==> src/rtl/usb_tx_serializer.sv <==
// rtl/usb_tx_serializer.sv - wide-frame to byte-stream serializer for an FT245-sync USB write FIFO
//
// Accepts one WORD_W-bit frame at a time from the upstream combiner and streams it
// LSB byte first into the USB FIFO, honouring TXE# back-pressure on every byte.
// Optional feature macro: USB_TX_CHECKSUM_EN appends one XOR checksum byte per frame.
//
// Ports:
//   clk          in   system clock, all logic on posedge
//   reset        in   asynchronous active-high reset
//   word_data    in   frame from combiner (its tx_data)
//   word_valid   in   frame present, sampled only while word_ready=1 (its tx_enable)
//   word_ready   out  idle and able to accept a frame (its tx_empty)
//   usb_data     out  byte presented to the USB FIFO
//   usb_wr_n     out  active-low write strobe
//   usb_txe_n    in   active-low: USB FIFO has space
//   busy         out  frame in progress
//   frames_sent  out  count of fully transmitted frames, wraps

module usb_tx_serializer #(
   parameter int WORD_W = 801,
   parameter int CNT_W  = 16
) (
   input  logic              clk,
   input  logic              reset,
   input  logic [WORD_W-1:0] word_data,
   input  logic              word_valid,
   output logic              word_ready,
   output logic [7:0]        usb_data,
   output logic              usb_wr_n,
   input  logic              usb_txe_n,
   output logic              busy,
   output logic [CNT_W-1:0]  frames_sent
);

   localparam int NBYTES = (WORD_W + 7) / 8;
   localparam int PAD_W  = NBYTES * 8;
   localparam int IDX_W  = $clog2(NBYTES + 1);

   typedef enum logic [1:0] {S_IDLE, S_SEND, S_CSUM} state_t;

   state_t             r_state;
   logic [PAD_W-1:0]   r_shift;   // bytes not yet presented, next one in [7:0]
   logic [IDX_W-1:0]   r_idx;     // index of the byte currently on usb_data
   logic               r_ready;
   logic               r_wr_n;
   logic [7:0]         r_data;
   logic               r_busy;
   logic [CNT_W-1:0]   r_frames;
`ifdef USB_TX_CHECKSUM_EN
   logic [7:0]         r_csum;    // XOR of bytes already transferred
`endif

   logic [PAD_W-1:0]   w_padded;
   logic               w_xfer;
   logic               w_last;

   // Zero-extend so the final partial byte is padded with zeros.
   assign w_padded = PAD_W'(word_data);
   // FT245-sync: a byte moves on an edge where WR# and TXE# are both low.
   assign w_xfer   = !r_wr_n && !usb_txe_n;
   assign w_last   = (r_idx == IDX_W'(NBYTES - 1));

   always_ff @(posedge clk or posedge reset) begin
      if (reset) begin
         r_state  <= S_IDLE;
         r_shift  <= '0;
         r_idx    <= '0;
         r_ready  <= 1'b1;
         r_wr_n   <= 1'b1;
         r_data   <= 8'h00;
         r_busy   <= 1'b0;
         r_frames <= '0;
`ifdef USB_TX_CHECKSUM_EN
         r_csum   <= 8'h00;
`endif
      end else begin
         case (r_state)
            S_IDLE: begin
               if (word_valid) begin
                  r_shift <= w_padded >> 8;
                  r_idx   <= '0;
                  r_data  <= w_padded[7:0];
                  r_wr_n  <= 1'b0;
                  r_busy  <= 1'b1;
                  r_ready <= 1'b0;
                  r_state <= S_SEND;
`ifdef USB_TX_CHECKSUM_EN
                  r_csum  <= 8'h00;
`endif
               end
            end
            S_SEND: begin
               // Without a transfer everything holds: that is the TXE# stall.
               if (w_xfer) begin
`ifdef USB_TX_CHECKSUM_EN
                  r_csum <= r_csum ^ r_data;
`endif
                  if (w_last) begin
`ifdef USB_TX_CHECKSUM_EN
                     r_data  <= r_csum ^ r_data;
                     r_state <= S_CSUM;
`else
                     r_wr_n   <= 1'b1;
                     r_busy   <= 1'b0;
                     r_ready  <= 1'b1;
                     r_frames <= r_frames + 1'b1;
                     r_state  <= S_IDLE;
`endif
                  end else begin
                     r_data  <= r_shift[7:0];
                     r_shift <= r_shift >> 8;
                     r_idx   <= r_idx + 1'b1;
                  end
               end
            end
            S_CSUM: begin
               if (w_xfer) begin
                  r_wr_n   <= 1'b1;
                  r_busy   <= 1'b0;
                  r_ready  <= 1'b1;
                  r_frames <= r_frames + 1'b1;
                  r_state  <= S_IDLE;
               end
            end
            default: r_state <= S_IDLE;
         endcase
      end
   end

   assign word_ready  = r_ready;
   assign usb_wr_n    = r_wr_n;
   assign usb_data    = r_data;
   assign busy        = r_busy;
   assign frames_sent = r_frames;

endmodule
==> config.mk <==
export PLATFORM = sky130hd
export DESIGN_NAME = usb_tx_serializer
export DESIGN_NICKNAME = d
export VERILOG_FILES = /design/src/rtl/usb_tx_serializer.sv
export SDC_FILE = /design/constraint.sdc
export NUM_CORES = 2
export LEC_CHECK = 0
export BUFFER_PORTS_ARGS = -buffer_cell sky130_fd_sc_hd__buf_4
export CAP_MARGIN = 20
export CORE_AREA = 2 2 320 322
export DETAILED_ROUTE_END_ITERATION = 7
export DIE_AREA = 0 0 322 324
export GPL_TIMING_DRIVEN = 0
export PLACE_DENSITY = 0.72
export SLEW_MARGIN = 20
export SYNTH_ARGS = -nofsm -noshare
export SYNTH_HDL_FRONTEND = slang
export SYNTH_SLANG_ARGS = --single-unit
==> constraint.sdc <==
create_clock -name clk -period 32.9 [get_ports clk]
set_clock_uncertainty 0.15 [all_clocks]
set_input_delay 4.935 -clock clk [delete_from_list [all_inputs] [get_ports clk]]
set_output_delay 4.935 -clock clk [all_outputs]
set_load 0.02 [all_outputs]
==> impl_metrics.toml <==
[status]
outcome = "complete, no violations"

[final_layout]
total_area_of_multi_input_combinational_cells_um2 = 16500
final_cells = 6019
area.sequential_um2 = 20700
drive_above_1_share_pct = 23.0
growth_of_design_area_from_synthesis_to_finish_pct = 29.5
final_nets = 5405
fill_cells = 9235
stdcell_area_um2 = 50100

[global_route]
antenna_found_initial = 49
global_route_wire_length_before_repair_um = 210000
grt.total_usage_pct = 26.4
globalRouteOverflowTotal = 0
largest_net_degree_at_the_start_of_global_routing = 104
grt_pass1_vias = 34000

[placement]
detailed_place_hpwl_um = 108000
place_congestion = 0.943
numPortBuffers = 831
detailed_place.area_um2 = 46800
dp.cells = 5810

[logic_synthesis]
synth_cell_type_count = 38
yosys-top-cells-count = "825 x sky130_fd_sc_hd__dfrtp_1, 800 x sky130_fd_sc_hd__nand3_1, 793 x sky130_fd_sc_hd__mux2i_1"
synth-adder-area-share_pct = 0.0970
count_of_flip_flops_with_a_built_in_enable_after_synthesis = 0
post-synth-top-area-fraction_pct = 53.4
synth_compound_area_share_pct = 10.7
postSynthRegisterBits = 826
postSynth.asyncResetShare_pct = 100
yosys.area_share.simple_pct = 11.1
post_synth_inst_count = 3661
syn_nets = 4469
dominant_combinational_cell_family_by_area_after_synthesis = "multiplexers"
syn-cell-area_um2 = 38700
mux_cell_area_share_after_synthesis_pct = 20.5
yosys_most_used_dff = "sky130_fd_sc_hd__dfrtp_1"
synth_area_per_cell_um2 = 10.6
synth_top_area_cell = "sky130_fd_sc_hd__dfrtp_1"
synth_xor_area_share_pct = 0.340
yosys_warnings = 0
yosys.cell_count.top_type = "sky130_fd_sc_hd__dfrtp_1"
ys_seq_area_share_pct = 53.4
yosys-top-cells-area = "sky130_fd_sc_hd__dfrtp_1 53%, sky130_fd_sc_hd__mux2i_1 21%, sky130_fd_sc_hd__nand3_1 10%"

[clock_network]
insertion_delay_ps = 670
clk_path_buf_depth = 3
postCtsResizedCells = 0
clock_edge_transition_at_the_registers_on_the_reported_setup_and_hold_paths_ps = 60
cts_hold_buffers = 0
post-cts-setup-buffer-count = 0
tritoncts = "done"
h-tree-depth = 3
root_buffer = "sky130_fd_sc_hd__clkbuf_16"
cts_made_buffers = 94
clock_sink_count = 826

[pwr]
switchingPower_uw = 713
cellInternalPower_uw = 1960
power.combinational.fraction_pct = 13.1
pwr-share-clk_pct = 40.6
switching_share_pct = 26.6
irDropWorstVdd_uv = 40.7
post-layout-total-power_uw = 2680
seq_power_share_pct = 46.3
leakage_dissipation_uw = 0.0273
power_density_nw_per_um2 = 53.4

[route]
drt-vias-per-instance = 5.60
dr.pass1.iters = 5
wirelength_um = 142000
wl_per_cell_um = 23.7
ant_nets = 0
first_iter_violations = 2825
number_of_drc_violations_after_detailed_routing = 0
dr_total_vias = 33700

[timing]
fin_hold_ws_ps = 329
fin_crit_ps = 7110
final_max_slew_viol_count = 0
finalHoldViolCount = 0
finalCritPeriodShare_pct = 21.6
rsz0062_at_grt = "false"
setup_viol = 0
timing.fmax_ghz = 0.141
tightest_slew_ps = 1040
timing.slew.headroom_pct = 30.4
fin_setup_tns_ps = 0

[floorplanning]
die_area_um2 = 104000
num_io_pins = 832
row_count = 117
floorplan.core_area_um2 = 101000
initial_utilization_pct = 38.3
die_height_um = 324
die-width_um = 322

[critical_path]
cp.required_ps = 33340
worst-path-max-fanout = 10
endpoint_kind = "flop"
cp.arrival_ps = 7540
startpoint_types = "input pin"
setup.worst_path.class = "input pin to flop"

[min_path]
holdCritPathClass = "flop to flop"

[flow_run]
maxCapViolations = 0
[cell usage in the layout (no fill, tap or decap), types with 3 or more instances in the layout]
cell type / n
sky130_fd_sc_hd__a22o_1: 9
sky130_fd_sc_hd__and2_1: 4
sky130_fd_sc_hd__and3_1: 4
sky130_fd_sc_hd__buf_1: 8
sky130_fd_sc_hd__buf_16: 9
sky130_fd_sc_hd__buf_2: 59
sky130_fd_sc_hd__buf_4: 842
sky130_fd_sc_hd__bufinv_16: 4
sky130_fd_sc_hd__clkbuf_1: 297
sky130_fd_sc_hd__clkbuf_16: 99
sky130_fd_sc_hd__clkbuf_8: 28
sky130_fd_sc_hd__clkinv_2: 16
sky130_fd_sc_hd__clkinvlp_4: 4
sky130_fd_sc_hd__dfrtp_1: 825
sky130_fd_sc_hd__diode_2: 37
sky130_fd_sc_hd__ha_1: 3
sky130_fd_sc_hd__inv_1: 5
sky130_fd_sc_hd__mux2i_1: 793
sky130_fd_sc_hd__nand2_1: 9
sky130_fd_sc_hd__nand3_1: 800
sky130_fd_sc_hd__nand4_1: 8
sky130_fd_sc_hd__nor2_1: 6
sky130_fd_sc_hd__nor3_1: 4
sky130_fd_sc_hd__o21ai_0: 294
sky130_fd_sc_hd__o21ai_1: 500
sky130_fd_sc_hd__xnor2_1: 14
[per-layer routing]
layer	wire length, µm	global-route usage [%]	vias to the layer above	part of all wire [%]
met2	67000	42.4	1332	47
met5	170	0	-	0.12
met3	11700	7.45	366	8.2
met4	7020	12.2	26	4.9
met1	56600	33.1	16800	40
li1	-	-	15200	-
[logic make-up (layout without fill, tap and decap cells)]
kind of cell | count (synthesis) | count (layout)
other | 0 | 37
flip-flops | 826 | 826
adder cells (fa/ha/maj) | 3 | 3
AND/OR/NAND/NOR | 847 | 847
multiplexers | 794 | 794
AO/OA/AOI/OAI | 812 | 812
buffers and inverters | 364 | 1376
XOR/XNOR | 15 | 15
[worst paths after layout]
kind	start	endpoint	slack [ps]	cells past startpoint
max reg2reg	r_idx[0]	r_shift[734]	29260	10
min in group asynchronous	reset	r_shift[525]	4040	2
min reg2reg	frames_sent[15]	frames_sent[15]	330	1
min	frames_sent[15]	frames_sent[15]	330	1
max in group asynchronous	reset	r_shift[83]	26500	6
max	word_valid	r_idx[0]	25790	7
[stage by stage]
step / utilization (%) / setup WS [ps]
after floorplan: - / 4610
after global placement: 46.1 / -5170
after detailed placement: 46.4 / 24990
after CTS: 49.5 / 25720
after global routing: 49.6 / 25490
final: 49.6 / 25790
[state kept, by name, indices dropped and copies added, names as in the netlist]
register	cells
usb_data	8
r_idx	7
r_shift	793
r_state	1
frames_sent	16
usb_wr_n	1
[area by class of cell]
type	count	share of cell area, %
tap	1309	3.27
buffer	358	2.91
antenna	37	0.185
inverter	6	0.0599
sequential	826	41.2
clock buffer	144	5.84
clock inverter	28	0.559
timing repair buffer	840	12.9
multi-input combinational	2471	33.0
[power groups by stage]
stage / sequential (µW) / clock [µW] / combinational (µW)
after floorplan: 1230 / 0 / 195
after global placement: 1250 / 0 / 336
after detailed placement: 1250 / 0 / 351
after CTS: 1240 / 1100 / 351
after global routing: 1250 / 1140 / 391
final: 1240 / 1090 / 351
[worst max-delay path, cell delays in order]
cell	delay, ps
sky130_fd_sc_hd__buf_4	130
sky130_fd_sc_hd__nand2_1	130
sky130_fd_sc_hd__clkbuf_1	790
sky130_fd_sc_hd__clkbuf_1	590
sky130_fd_sc_hd__clkbuf_1	470
sky130_fd_sc_hd__nand3_1	340
sky130_fd_sc_hd__o21ai_0	150
(Power assumes the default switching activity.)
